==> config.mk <==
export PLATFORM = sky130hd
export DESIGN_NAME = bcd_mod_counter
export DESIGN_NICKNAME = d
export VERILOG_FILES = /design/src/rtl/bcd_cnt_pkg.sv /design/src/rtl/bcd_digit.sv /design/src/rtl/bcd_mod_counter.sv
export SDC_FILE = /design/constraint.sdc
export NUM_CORES = 1
export LEC_CHECK = 0
export BUFFER_PORTS_ARGS = -buffer_cell sky130_fd_sc_hd__buf_4
export CAP_MARGIN = 5
export CELL_PAD_IN_SITES_DETAIL_PLACEMENT = 0
export CELL_PAD_IN_SITES_GLOBAL_PLACEMENT = 1
export CORE_UTILIZATION = 39
export CTS_BUF_LIST = sky130_fd_sc_hd__clkbuf_4 sky130_fd_sc_hd__clkbuf_8
export CTS_CLUSTER_DIAMETER = 60
export DETAILED_ROUTE_END_ITERATION = 12
export PLACE_DENSITY_LB_ADDON = 0.1
export SLEW_MARGIN = 10
export SYNTH_ARGS = -nofsm -noshare
export SYNTH_HDL_FRONTEND = slang
export SYNTH_HIERARCHICAL = 1
export SYNTH_SLANG_ARGS = --single-unit
==> constraint.sdc <==
create_clock -name clk -period 6.47 [get_ports clk]
set_clock_uncertainty 0.15 [all_clocks]
set_input_delay 0.3235 -clock clk [delete_from_list [all_inputs] [get_ports clk]]
set_output_delay 0.3235 -clock clk [all_outputs]
set_load 0.03 [all_outputs]
==> src/rtl/bcd_cnt_pkg.sv <==
// Shared types and constants for the BCD modulo counter.
// bin2bcd turns the binary terminal value into packed BCD when the design is elaborated.
package bcd_cnt_pkg;

   typedef logic [3:0] bcd_digit_t;

   localparam bcd_digit_t BCD_MAX  = 4'd9;
   localparam bcd_digit_t BCD_ZERO = 4'd0;
   localparam int         MAX_DIG  = 6;

   function automatic logic [4*MAX_DIG-1:0] bin2bcd(input int unsigned value);
      logic [4*MAX_DIG-1:0] result;
      int unsigned          rest;
      result = '0;
      rest   = value;
      for (int i = 0; i < MAX_DIG; i++) begin
         result[4*i +: 4] = 4'(rest % 10);
         rest             = rest / 10;
      end
      return result;
   endfunction

endpackage

==> src/rtl/bcd_digit.sv <==
// One decade cell of the BCD counter: holds one digit and passes carry/borrow to the next cell.
// The dir_i port and the decrement path exist only when BCD_CNT_UPDOWN_EN is defined.
module bcd_digit
   import bcd_cnt_pkg::*;
(
   input  logic       clk,
   input  logic       rs_n,
   input  logic       step_i,
`ifdef BCD_CNT_UPDOWN_EN
   input  logic       dir_i,
`endif
   input  logic       force_zero_i,
   input  logic       force_load_i,
   input  logic [3:0] load_val_i,
   output logic [3:0] digit_o,
   output logic       step_o
);

   bcd_digit_t digit_q, digit_d;
   logic       atLimit;

`ifdef BCD_CNT_UPDOWN_EN
   assign atLimit = dir_i ? (digit_q == BCD_MAX) : (digit_q == BCD_ZERO);
`else
   assign atLimit = (digit_q == BCD_MAX);
`endif

   assign step_o  = step_i & atLimit;
   assign digit_o = digit_q;

   always_comb begin
      digit_d = digit_q;
      if (force_zero_i) begin
         digit_d = BCD_ZERO;
      end else if (force_load_i) begin
         digit_d = load_val_i;
      end else if (step_i) begin
`ifdef BCD_CNT_UPDOWN_EN
         if (!dir_i)
            digit_d = (digit_q == BCD_ZERO) ? BCD_MAX : digit_q - 4'd1;
         else
`endif
            digit_d = (digit_q == BCD_MAX) ? BCD_ZERO : digit_q + 4'd1;
      end
   end

   always_ff @(posedge clk or negedge rs_n) begin
      if (!rs_n) digit_q <= BCD_ZERO;
      else       digit_q <= digit_d;
   end

endmodule

==> src/rtl/bcd_mod_counter.sv <==
// Multi-digit BCD modulo-MODULUS counter with clear, checked load and cascadable terminal count.
// Define BCD_CNT_UPDOWN_EN to enable down counting selected by dir.
module bcd_mod_counter
   import bcd_cnt_pkg::*;
#(
   parameter int NDIG    = 2,
   parameter int MODULUS = 60
) (
   input  logic              clk,
   input  logic              rs_n,
   input  logic              en,
   input  logic              dir,
   input  logic              clr,
   input  logic              load,
   input  logic [4*NDIG-1:0] load_val,
   output logic [4*NDIG-1:0] bcd,
   output logic              tc,
   output logic              load_err
);

   localparam int                 W        = 4 * NDIG;
   localparam logic [4*MAX_DIG-1:0] TERM_ALL = bin2bcd(MODULUS - 1);
   localparam logic [W-1:0]       TERM     = TERM_ALL[W-1:0];

   if (NDIG < 1 || NDIG > MAX_DIG) begin : gBadNdig
      $error("bcd_mod_counter: NDIG must be 1..6");
   end
   if (MODULUS < 2 || MODULUS > 10**NDIG) begin : gBadModulus
      $error("bcd_mod_counter: MODULUS must be 2..10**NDIG");
   end

   logic          countUp, atTerm, wrapUp, wrapDown;
   logic          loadDigitsOk, loadOk;
   logic          forceZero, forceLoad;
   logic [W-1:0]  forceVal;
   logic [NDIG:0] steps;
   logic          loadErr_q, loadErr_d;

`ifdef BCD_CNT_UPDOWN_EN
   logic atZero;
   assign countUp  = dir;
   assign atZero   = (bcd == '0);
   assign wrapDown = en & ~countUp & atZero;
   assign tc       = en & (countUp ? atTerm : atZero);
`else
   // dir has no effect in the up-only build
   assign countUp  = dir | 1'b1;
   assign wrapDown = 1'b0;
   assign tc       = en & atTerm;
`endif

   assign atTerm = (bcd == TERM);
   assign wrapUp = en & countUp & atTerm;

   always_comb begin
      loadDigitsOk = 1'b1;
      for (int i = 0; i < NDIG; i++) begin
         if (load_val[4*i +: 4] > BCD_MAX) loadDigitsOk = 1'b0;
      end
   end

   // With valid nibbles, packed BCD orders the same as its decimal value
   assign loadOk = loadDigitsOk & (load_val <= TERM);

   // The chain carry-out only fires at 99..9, which is the wrap point for full-decade moduli
   assign forceZero = clr | (~load & wrapUp) | (steps[NDIG] & countUp);
   assign forceLoad = ~clr & ((load & loadOk) | (~load & wrapDown));
   assign forceVal  = load ? load_val : TERM;
   assign steps[0]  = ~clr & ~load & en;
   assign loadErr_d = ~clr & load & ~loadOk;

   for (genvar i = 0; i < NDIG; i++) begin : gDigit
      bcd_digit uDigit (
         .clk          (clk),
         .rs_n         (rs_n),
         .step_i       (steps[i]),
`ifdef BCD_CNT_UPDOWN_EN
         .dir_i        (countUp),
`endif
         .force_zero_i (forceZero),
         .force_load_i (forceLoad),
         .load_val_i   (forceVal[4*i +: 4]),
         .digit_o      (bcd[4*i +: 4]),
         .step_o       (steps[i+1])
      );
   end

   always_ff @(posedge clk or negedge rs_n) begin
      if (!rs_n) loadErr_q <= 1'b0;
      else       loadErr_q <= loadErr_d;
   end

   assign load_err = loadErr_q;

endmodule

## Word-level counts from Yosys, hierarchy flattened

Cells that the tools add are included.

| storage, ports and cells | value |
|---|---|
| bits in registers | 9 |
| word-level logic and storage cells | 40 |
| bits of input ports | 14 |

| operators by class | value |
|---|---|
| bitwise gates (word level) | 16 |
| reductions and logical operators | 2 |
| add/sub/neg operators | 2 |
| mux-type cells | 11 |
| eq/ne operators | 3 |
| order comparisons | 3 |

Operators with widths:

| operator | number |
|---|---|
| $mux 4 | 8 |
| $and 1x1->1 | 11 |
| $add 4x1->4 const B | 2 |
| $eq 4x4->1 const B | 2 |
| $eq 8x7->1 const B | 1 |
| $gt 4x4->1 const B | 2 |
| $le 8x7->1 const B | 1 |
| $mux 8 | 1 |
| $reduce_bool 3->1 | 2 |
| $not 1->1 | 3 |
| $mux 1 | 2 |
| $or 1x1->1 | 2 |

## Depth between registers and ports, before layout

Gate-level depths: netlist of the first run.

| depth | value |
|---|---|
| depth in word-level cells | 8 |
| depth in mapped cells | 11 |
| depth with buffers taken out | 10 |

## Cells and area by module

The synthesis of the first run kept the hierarchy.

By module, submodules not included:

| module | times used | seq. area each (um2) | cells an instance | area an instance (um2) |
|---|---|---|---|---|
| bcd_digit | 2 | 100.1 | 27 | 257.7 |
| bcd_mod_counter | 1 | 25.0 | 23 | 171.4 |

## Worst setup path before layout of the first run

No wires, ideal clock.

| path | value |
|---|---|
| path kind | in2reg |
| from | input port load |
| to | register gDigit[0].uDigit.digit_q[3] |
| arrival time | 2.249 ns |
| cell stages on the path | 11 |
| required time | 6.189 ns |
| setup time | 0.131 ns |
| buffers on the path | 1 |
| slack | 3.940 ns |
| cells stage by stage | buf_2 -> nor3b_1 -> nand2_2 -> nor3b_1 -> nand2_2 -> nor3b_1 -> nor2_1 -> o31ai_2 -> nor2_1 -> o2111ai_1 -> nand3_1 |

| on the way | value |
|---|---|
| longest elaborated chain between the ends | 7 |
| elaborated cells on any way between the ends | 14 |

RTL lines:

| item | RTL line | RTL |
|---|---|---|
| from (decl) | bcd_mod_counter.sv:14 | `input logic load,` |
| $not 1->1 (*) | bcd_mod_counter.sv:69 | `assign steps[0] = ~clr & ~load & en;` |
| $and 1x1->1 (*) (2 in series) | bcd_mod_counter.sv:69 |  |
| named net steps[0] | bcd_mod_counter.sv:36 | `logic [NDIG:0] steps;` |
| $and 1x1->1 (*) | bcd_digit.sv:28 | `assign step_o = step_i & atLimit;` |
| named net steps[1] | bcd_mod_counter.sv:36 |  |
| $and 1x1->1 (*) | bcd_digit.sv:28 |  |
| named net steps[2] | bcd_mod_counter.sv:36 |  |
| $or 1x1->1 (*) | bcd_mod_counter.sv:66 | `assign forceZero = clr \| (~load & wrapUp) \| (steps[NDIG] & countUp);` |
| named net forceZero | bcd_mod_counter.sv:34 | `logic forceZero, forceLoad;` |
| $reduce_bool 3->1 (no source line) / $mux 4 (equally long branches) | n/a |  |
| to (signal assigned) | bcd_digit.sv:49 | `else digit_q <= digit_d;` |
| to (decl) | bcd_digit.sv:19 | `bcd_digit_t digit_q, digit_d;` |

Mark *: on every way through the listed nets, which the timed path passes. The rest lies on a longest branch.
A chain may end at the register's enable or synchronous reset.

## Worst setup path after layout of the first run

Ends and elaborated chain as after synthesis.

==> key figures, run 1 <==
STA
  • RSZ-0062 raised after global routing: false
  • Slew Limit Fails: 0
  • Max-slew headroom: 46.0%
  • Clock period minus final worst setup slack: 2.75 ns
  • Finish-stage setup viols: 0
  • Final TNS setup: 0 ns
  • Slew @ Worst Pin: 0.805 ns
  • F_max: 0.364 GHz
  • Final cycle utilization of the critical path: 42.4%
  • Fin. Hold Viols: 0

Placed design
  • GPL Wtd Cong: 0.718
  • DP HPWL: 1090 µm
  • Cell total after placement: 112
  • Buffers added on ports: 22

Yosys
  • Leading area contributor after synthesis: dfrtp_1
  • Count leader, synth: dfrtp_1
  • Seq cells post-synth: 9
  • Syn_area_per_cell: 8.92 µm²
  • Synth cell count leaders: dfrtp_1, nand2b_1, a21oi_1
  • Synthesized Nets: 91
  • Asr flop ratio synth: 100%
  • Post-synth EDFFs: 0
  • Synth Instances: 77
  • XOR/XNOR Fraction of Synth Area: 5.10%
  • Post-synthesis mux area share: 2.91%
  • Post-synthesis instance area: 687 µm²
  • Most used DFF post-synth: dfrtp_1
  • Synth top area cells: dfrtp_1, nand2b_1, a21oi_1
  • Adder-Cell Fraction of Synth Area: 0%
  • Synth top area share: 32.8%
  • Largest family of logic cells by synthesized area: simple AND/OR/NAND/NOR gates
  • Unique masters post-synth: 27
  • Synth Warn #: 6
  • Synth Area in Compound Gates: 18.2%
  • Seq/Total Area, Yosys: 32.8%
  • Post-synthesis simple-gate area fraction: 35.9%

CTS
  • Cts bufs inserted: 3
  • TritonCTS clock tree: built
  • Root buffer cell: clkbuf_4
  • Reg clk slew, reported paths: 0.06 ns
  • H-tree depth: 1
  • Bufs on Longest Clock Path: 2
  • Resized cells post-CTS: 0
  • Clk_lat worst skew: 0.26 ns
  • Sinks on Clock Net: 9

Detailed routing
  • DR pass1 iterations: 6
  • Drc violations: 0
  • Post-Route WL: 1490 µm
  • Post-route ant nets: 0
  • DR vias/cell: 5.39
  • Mean routed wirelength per cell: 12.7 µm
  • DR iter-0 viols: 11
  • Vias: 631

Power and ir drop
  • Leak: 0.414 nW
  • VDD IR max: 97.7 µV
  • Power per cell area: 155 nW/µm²

Finish
  • Diodes inserted: 0
  • Layout fillers: 166
  • Finished Layout Cells: 117
  • Area growth syn-to-layout: 29.9%
  • Nets: 116
  • Layout cells sized above 1: 30.7%

GRT
  • Initial antenna violation count: 0
  • Overflow after GRT: 0
  • All-Layer GR Usage: 17.2%
  • First-pass GRT wire length: 2400 µm
  • Number of global-route vias before repair: 538
  • Largest net degree at the start of global routing: 15

Run status
  • Status: completed

Setup path
  • CP Data Required Time: 6.45 ns
  • Critical path arrival: 2.72 ns
  • CP max FO: 11
  • Critical path capture point type: register
  • Worst Setup Start Kind: input port
  • Setup slack, reg-to-reg: 4.00 ns
  • Crit Path Class: in -> reg

Floorplanning
  • Die height: 44.0 µm
  • Die Area: 1930 µm²
  • Initial Utilization: 43.6%
  • Die width: 44.0 µm
  • Core area: 1580 µm²
  • I/O pins: 24
  • Row Count: 14

Min path
  • Hold crit path type: in -> reg

Job
  • MaxCap Viol Count: 0
## layer usage
metal | global-route usage (%) | wire, µm | vias to the layer above
met5 | 0 | 0 | -
met4 | 10.9 | 9 | 0
met3 | 2.50 | 75 | 2
met2 | 23.0 | 625 | 22
met1 | 25.7 | 778 | 284
li1 | - | - | 323
## report_power, final
group | total (mW) | switching (mW) | internal [mW]
combinational | 0.0300 | 0.0157 | 0.0143
clock | 0.0461 | 0.0182 | 0.0279
sequential | 0.0622 | 0.00368 | 0.0585
## logic make-up (layout without fill, tap and decap cells)
family / Yosys count / in the layout
xor+xnor: 4 / 4
simple gates: 39 / 39
flops: 9 / 9
mux: 2 / 2
buf+inv: 7 / 31
compound gates: 16 / 16
## registers in the layout, indices dropped and copies added (netlist names)
signal and count:
gDigit.uDigit/digit_o 8, load_err 1
## critical path, cell delays in order
cell	delay (ns)
buf_4	0.15
nor3b_1	0.58
nand2_2	0.16
nor3b_1	0.51
nand2_2	0.15
nor3b_1	0.21
nor2_1	0.07
o31ai_2	0.20
nor2_1	0.13
o2111ai_1	0.15
nand3_1	0.09
## through the flow
stage / total power [mW] / area (µm²) / setup WS, ns / hold slack [ns] / util [%]
2_1_floorplan: 0.0799 / 687 / 3.94 / -0.122 / -
3_3_place_gp: 0.0926 / 852 / 3.48 / 0.00576 / 54.0
3_5_place_dp: 0.0928 / 852 / 3.50 / 0.00557 / 54.0
4_1_cts: 0.141 / 892 / 3.75 / 0.197 / 56.6
5_1_grt: 0.148 / 892 / 3.52 / 0.204 / 56.6
6_report: 0.138 / 892 / 3.72 / 0.204 / 56.6
## layout make-up
class                           instances  area, µm²  area share [%]
Sequential cell                         9        225            25.2
Tap cell                               16       20.0            2.24
Inverter                                4       15.0            1.68
Multi-Input combinational cell         61        427            47.8
Timing Repair Buffer                   23        175            19.6
Clock buffer                            4       30.0            3.37
## cell usage in the layout (no fill, tap or decap)
cell type / instances
nor2b_1: 4
nor4_1: 1
o31ai_2: 1
nand4b_1: 1
and2_1: 4
o211ai_1: 2
dfrtp_1: 9
xor2_1: 2
nor3b_1: 3
a221oi_2: 2
o21a_1: 2
dlygate4sd3_1: 1
buf_4: 22
a21oi_1: 6
and3b_1: 3
nand3b_1: 2
nand3_1: 4
nand2_2: 2
o2111ai_1: 2
or4b_1: 1
nor2_1: 5
or3_1: 2
xnor2_1: 2
mux2i_1: 2
o21ai_0: 1
nand2b_1: 7
clkbuf_4: 4
inv_1: 4
## final timing paths
path	start	endpoint	depth (start not counted)
max	load	gDigit[0].uDigit/digit_o[3]	11
min	clr	load_err	3
max reg2reg	gDigit[0].uDigit/digit_o[2]	gDigit[0].uDigit/digit_o[3]	9
min reg2reg	gDigit[1].uDigit/digit_o[3]	gDigit[1].uDigit/digit_o[3]	2
max in group asynchronous	rs_n	gDigit[0].uDigit/digit_o[2]	2
min in group asynchronous	rs_n	gDigit[1].uDigit/digit_o[3]	2
## what timing repair did
action	4_1_cts	5_1_grt
hold buffers	1	0
hold endpoints to repair	9	0
buffers inserted	0	0
Power figures use the tool's default switching activity.
==> run 2: changes to the inputs <==
--- a/config.mk
+++ b/config.mk
@@ -9,7 +9,7 @@
 export CAP_MARGIN = 5
 export CELL_PAD_IN_SITES_DETAIL_PLACEMENT = 0
 export CELL_PAD_IN_SITES_GLOBAL_PLACEMENT = 1
-export CORE_UTILIZATION = 39
+export CORE_UTILIZATION = 37
 export CTS_BUF_LIST = sky130_fd_sc_hd__clkbuf_4 sky130_fd_sc_hd__clkbuf_8
 export CTS_CLUSTER_DIAMETER = 60
 export DETAILED_ROUTE_END_ITERATION = 12
==> constraint.sdc (replaced) <==
create_clock -name clk -period 2.6 [get_ports clk]
set_clock_uncertainty 0.15 [all_clocks]
set_input_delay 0.13 -clock clk [delete_from_list [all_inputs] [get_ports clk]]
set_output_delay 0.13 -clock clk [all_outputs]
set_load 0.03 [all_outputs]
==> run 2 against run 1 <==
Combinational power grew to 2.7 times the previous value; largest power group unchanged; flip-flop and latch count stayed put; largest cell class unchanged; hold slack worse by 0.18 ns; critical endpoint unchanged; via count is 1.1% higher; die area is 5.2% higher; non-clock buffer count is 4 higher.
==> key figures, run 2 (synthesis gave the netlist of run 1 again) <==
CTS
  • Root buffer cell: clkbuf_4
  • Bufs on Longest Clock Path: 2
  • H-tree depth: 1
  • Post-CTS Setup Bufs: 0
  • Clk_lat worst skew: 0.26 ns
  • Cts bufs inserted: 3
  • TritonCTS clock tree: built
  • Reg clk slew, reported paths: 0.07 ns
  • Sinks on Clock Net: 9

GRT
  • Number of global-route vias before repair: 554
  • Overflow after GRT: 0
  • Initial antenna violation count: 0
  • First-pass GRT wire length: 2470 µm
  • Largest net degree at the start of global routing: 15
  • All-Layer GR Usage: 17.4%

STA
  • Final TNS setup: 0 ns
  • Fin. Hold Viols: 0
  • Finish-stage setup viols: 0
  • Max-slew headroom: 45.3%
  • RSZ-0062 raised after global routing: false
  • Slew @ Worst Pin: 0.816 ns
  • Clock period minus final worst setup slack: 2.33 ns
  • F_max: 0.430 GHz
  • Final cycle utilization of the critical path: 89.5%
  • Slew Limit Fails: 0

Setup path
  • R2R Path End: gDigit[0].uDigit/digit_o[3]
  • Setup slack, reg-to-reg: 0.32 ns
  • CP Data Required Time: 2.59 ns
  • Critical path buffers and inverters: 2
  • Worst Setup Start Kind: input port
  • CP max FO: 10
  • Critical path capture point type: register
  • Critical path arrival: 2.32 ns
  • Crit-path max cell delay: 0.53 ns
  • Crit Path Class: in -> reg
  • Critical-path cell list: dlygate4sd3_1, buf_4, nor3b_2, nand2_2, nor3b_2, nand2_2, nor3b_1, nor2_1, o31ai_2, nor2_1, o2111ai_1, nand3_1
  • Worst path slowest cell: dlygate4sd3_1
  • Reg2Reg Depth: 5
  • CP delay by family, top: simple AND/OR/NAND/NOR gates
  • RR Startpoint: gDigit[0].uDigit/digit_o[2]

Detailed routing
  • Post-route ant nets: 0
  • Drc violations: 0
  • DR vias/cell: 4.91
  • DR iter-0 viols: 10
  • Post-Route WL: 1520 µm
  • Mean routed wirelength per cell: 11.7 µm
  • Vias: 638
  • DR pass1 iterations: 4

Run status
  • Status: completed

Floorplanning
  • I/O pins: 24
  • Die width: 45.1 µm
  • Core area: 1730 µm²
  • Die height: 45.1 µm
  • Initial Utilization: 39.8%
  • Row Count: 15
  • Die Area: 2030 µm²

Min path
  • Hold depth: 3
  • Hold crit path type: in -> reg
  • Hold path endpoint: load_err
  • Hold wc startpoint: load_val[7]

Power and ir drop
  • Leak: 0.436 nW
  • Power per cell area: 375 nW/µm²
  • VDD IR max: 136 µV

Finish
  • Diodes inserted: 0
  • Commonest non-fill, non-tap cell in the layout: buf_4
  • Most frequent cells in the layout: buf_4, dfrtp_1, nand2b_1
  • Nets: 120
  • Layout fillers: 168
  • Final core utilization: 54.8%
  • Finished Cell Area: 946 µm²
  • Area growth syn-to-layout: 37.7%
  • Layout cells sized above 1: 34.3%
  • Max reg flops: 8

Placed design
  • DP HPWL: 1120 µm
  • Buffers added on ports: 22
  • GPL Wtd Cong: 0.742
  • Placed cell area: 886 µm²

Job
  • MaxCap Viol Count: 0
## run 2: power by group
part | switching (mW) | internal (mW) | total (mW) | leakage, nW
clock network | 0.0519 | 0.0697 | 0.122 | 0.0184
logic | 0.0413 | 0.0386 | 0.0799 | 0.294
registers | 0.00788 | 0.145 | 0.153 | 0.123
total | 0.101 | 0.254 | 0.355 | 0.436
## run 2: layout make-up
class	instances	area [µm²]	share of cell area (%)
inverters	4	15.0	1.59
multi-input cells	61	437	46.2
well taps	25	31.3	3.31
flip-flops and latches	9	225	23.8
repair buffers	27	208	22.0
clock buffers	4	30.0	3.17
## run 2: worst min-delay path, stage by stage
cell,delay [ns]
buf_4,0.08
a21oi_1,0.04
a21oi_1,0.13
## run 2: through the flow
step                      worst slack [ns]  hold WS (ns)  power [mW]  std cells
after detailed placement             0.291        -0.185       0.233        124
after global routing                 0.109        0.0171       0.376        130
after floorplan                      0.263        -0.316       0.199         77
after CTS                           0.0685        0.0136       0.361        130
after global placement               0.326        -0.189       0.233        124
final                                0.273        0.0194       0.355        130
## run 2: worst max path at each step
stage / from / to / slack [ns] / depth (start not counted)
after CTS: clr / gDigit[0].uDigit/digit_o[3] / 0.07 / 12
after floorplan: load / gDigit[1].uDigit/digit_o[3] / 0.26 / 11
after global routing: clr / gDigit[0].uDigit/digit_o[3] / 0.11 / 12
final: clr / gDigit[0].uDigit/digit_o[3] / 0.27 / 12
after detailed placement: load / gDigit[0].uDigit/digit_o[3] / 0.29 / 11
after global placement: load / gDigit[1].uDigit/digit_o[3] / 0.33 / 11
## run 2: timing repair
action / 4_1_cts / 5_1_grt
endpoints found under the setup margin: 0 / 2
hold buffers: 2 / 0
resized for setup: 0 / 2
hold endpoints to repair: 10 / 0
## run 2: metal layers
metal	vias to the layer above	track usage [%]	routed length, µm
met3	2	2.40	66
li1	331	-	-
met1	284	26.9	806
met4	0	9.09	17
met2	21	22.9	627
met5	-	0	0
==> run 3: changes to the inputs <==
--- a/config.mk
+++ b/config.mk
@@ -9,8 +9,8 @@
 export CAP_MARGIN = 5
 export CELL_PAD_IN_SITES_DETAIL_PLACEMENT = 0
 export CELL_PAD_IN_SITES_GLOBAL_PLACEMENT = 1
-export CORE_UTILIZATION = 37
-export CTS_BUF_LIST = sky130_fd_sc_hd__clkbuf_4 sky130_fd_sc_hd__clkbuf_8
+export CORE_UTILIZATION = 35
+export CTS_BUF_LIST = sky130_fd_sc_hd__clkbuf_16
 export CTS_CLUSTER_DIAMETER = 60
 export DETAILED_ROUTE_END_ITERATION = 12
 export PLACE_DENSITY_LB_ADDON = 0.1
==> run 3 against run 2 <==
First-iteration DRC count increased by 10%; utilization is 0.12 points lower; non-clock buffer count fell by 1; total power increased by 41%; count of clock-buffer cells in the layout fell by 1; critical path depth down 7; critical path type is now reg -> reg; sequential share of layout area decreased by 0.70 points.
==> key figures, run 3 (synthesis gave the netlist of run 1 again) <==
Detailed routing
  • Mean routed wirelength per cell: 12.4 µm
  • DR iter-0 viols: 11
  • Vias: 652
  • DR vias/cell: 5.05
  • WL met2: 653 µm
  • Post-route ant nets: 0
  • Drc violations: 0
  • M1 wire length: 857 µm
  • DR pass1 iterations: 4
  • Highest metal used: met4
  • Met3 WL post-DR: 71 µm
  • Post-Route WL: 1600 µm

Floorplanning
  • Initial Utilization: 38.5%
  • Die height: 46.3 µm
  • Die Area: 2140 µm²
  • Die width: 46.3 µm
  • Row Count: 15
  • Core area: 1780 µm²
  • I/O pins: 24

STA
  • Clock period minus final worst setup slack: 2.29 ns
  • Final TNS setup: 0 ns
  • Finish-stage setup viols: 0
  • RSZ-0062 raised after global routing: false
  • Final worst setup slack: 0.310 ns
  • Slew @ Worst Pin: 0.790 ns
  • Max-slew headroom: 47.0%
  • Slew Limit Fails: 0
  • Fin. Hold Viols: 0
  • Final cycle utilization of the critical path: 88.1%
  • F_max: 0.437 GHz

Setup path
  • RR Startpoint: gDigit[0].uDigit/digit_o[0]
  • Critical path capture point type: register
  • Worst path slowest cell: o31ai_2
  • Worst Setup Start Kind: register
  • Reg2Reg Depth: 5
  • Critical path arrival: 2.24 ns
  • Crit-path max cell delay: 0.66 ns
  • CP delay by family, top: compound AO/OA/AOI/OAI gates
  • Crit Path Class: reg -> reg
  • Setup slack, reg-to-reg: 0.31 ns
  • Critical-path cell list: or4b_1, o31ai_2, nor2_1, o2111ai_1, nand3_1
  • CP max FO: 10
  • R2R Path End: gDigit[0].uDigit/digit_o[3]
  • Critical path buffers and inverters: 0
  • CP Data Required Time: 2.55 ns

Min path
  • Hold path endpoint: load_err
  • Hold crit path type: in -> reg
  • Hold wc startpoint: load_val[7]
  • Hold depth: 3

GRT
  • All-Layer GR Usage: 17.9%
  • Largest net degree at the start of global routing: 15
  • First-pass GRT wire length: 2730 µm
  • Initial antenna violation count: 0
  • Number of global-route vias before repair: 586
  • Overflow after GRT: 0

CTS
  • H-tree depth: 1
  • Post-CTS Setup Bufs: 0
  • Resized cells post-CTS: 0
  • Clk_lat worst skew: 0.23 ns
  • Reg clk slew, reported paths: 0.04 ns
  • Cts bufs inserted: 3
  • Bufs on Longest Clock Path: 2
  • TritonCTS clock tree: built
  • Root buffer cell: clkbuf_16
  • Sinks on Clock Net: 9

Finish
  • Area growth syn-to-layout: 41.9%
  • Diodes inserted: 0
  • Layout fillers: 180
  • Nets: 119
  • Layout cells sized above 1: 31.7%
  • Commonest non-fill, non-tap cell in the layout: buf_4
  • Most frequent cells in the layout: buf_4, dfrtp_1, nand2b_1
  • Max reg flops: 8

Placed design
  • Dpl ws: 0.300 ns
  • DP HPWL: 1170 µm
  • GPL Wtd Cong: 0.758
  • Buffers added on ports: 22

Power and ir drop
  • Power per cell area: 513 nW/µm²
  • VDD IR max: 274 µV
  • Leak: 0.454 nW

Job
  • MaxCap Viol Count: 0

Run status
  • Status: completed
run 3: cell types whose count changed in the layout (fill, tap and decap cells not counted), sizes merged:
cell / delta
inv: +1
clkbuf: -1
dlygate4sd3: -1
run 3: worst max-delay path by stage:
stage / end / startpoint / cells after the start
floorplan: gDigit[1].uDigit/digit_o[3] / load / 11
global placement: gDigit[1].uDigit/digit_o[3] / load / 11
detailed placement: gDigit[0].uDigit/digit_o[3] / load / 11
CTS: gDigit[0].uDigit/digit_o[3] / gDigit[0].uDigit/digit_o[0] / 5
global route: gDigit[0].uDigit/digit_o[3] / gDigit[0].uDigit/digit_o[2] / 9
finish: gDigit[0].uDigit/digit_o[3] / gDigit[0].uDigit/digit_o[0] / 5
run 3: timing repair:
action / 4_1_cts / 5_1_grt
hold endpoints to repair: 9 / 0
endpoints found under the setup margin: 0 / 0
hold buffers: 1 / 0
run 3: tightest hold or removal path: stages:
cell and delay (ns):
buf_4 0.08, a21oi_1 0.04, a21oi_1 0.13
run 3: through the flow:
step | hold slack, ns | total power [mW] | util (%) | cells | instance area [µm²]
detailed placement | -0.184 | 0.233 | 49.7 | 124 | 886
finish | 0.0445 | 0.500 | 54.7 | 129 | 975
floorplan | -0.316 | 0.199 | - | 77 | 687
CTS | 0.0448 | 0.504 | 54.7 | 129 | 975
global route | 0.0953 | 0.521 | 54.7 | 129 | 975
global placement | -0.187 | 0.233 | 49.7 | 124 | 886
run 3: where the power goes:
part           internal (mW)  switching, mW  total [mW]
clock network          0.201         0.0661       0.267
logic                 0.0373         0.0409      0.0782
registers              0.146        0.00840       0.155
total                  0.384          0.115       0.500
run 3: area by class of cell:
cell class | instances | area (µm²) | share of cell area (%)
Clock inverter | 1 | 3.75 | 0.385
Sequential cell | 9 | 225 | 23.1
Tap cell | 25 | 31.3 | 3.21
Inverter | 4 | 15.0 | 1.54
Clock buffer | 3 | 75.1 | 7.70
Timing Repair Buffer | 26 | 198 | 20.3
Multi-Input combinational cell | 61 | 427 | 43.8
run 3: metal layers:
| layer | up-vias | global-route usage (%) |
|---|---|---|
| met5 | - | 0 |
| met4 | 0 | 7.06 |
| met3 | 2 | 3.53 |
| met2 | 22 | 25.8 |
| met1 | 299 | 25.9 |
| li1 | 329 | - |
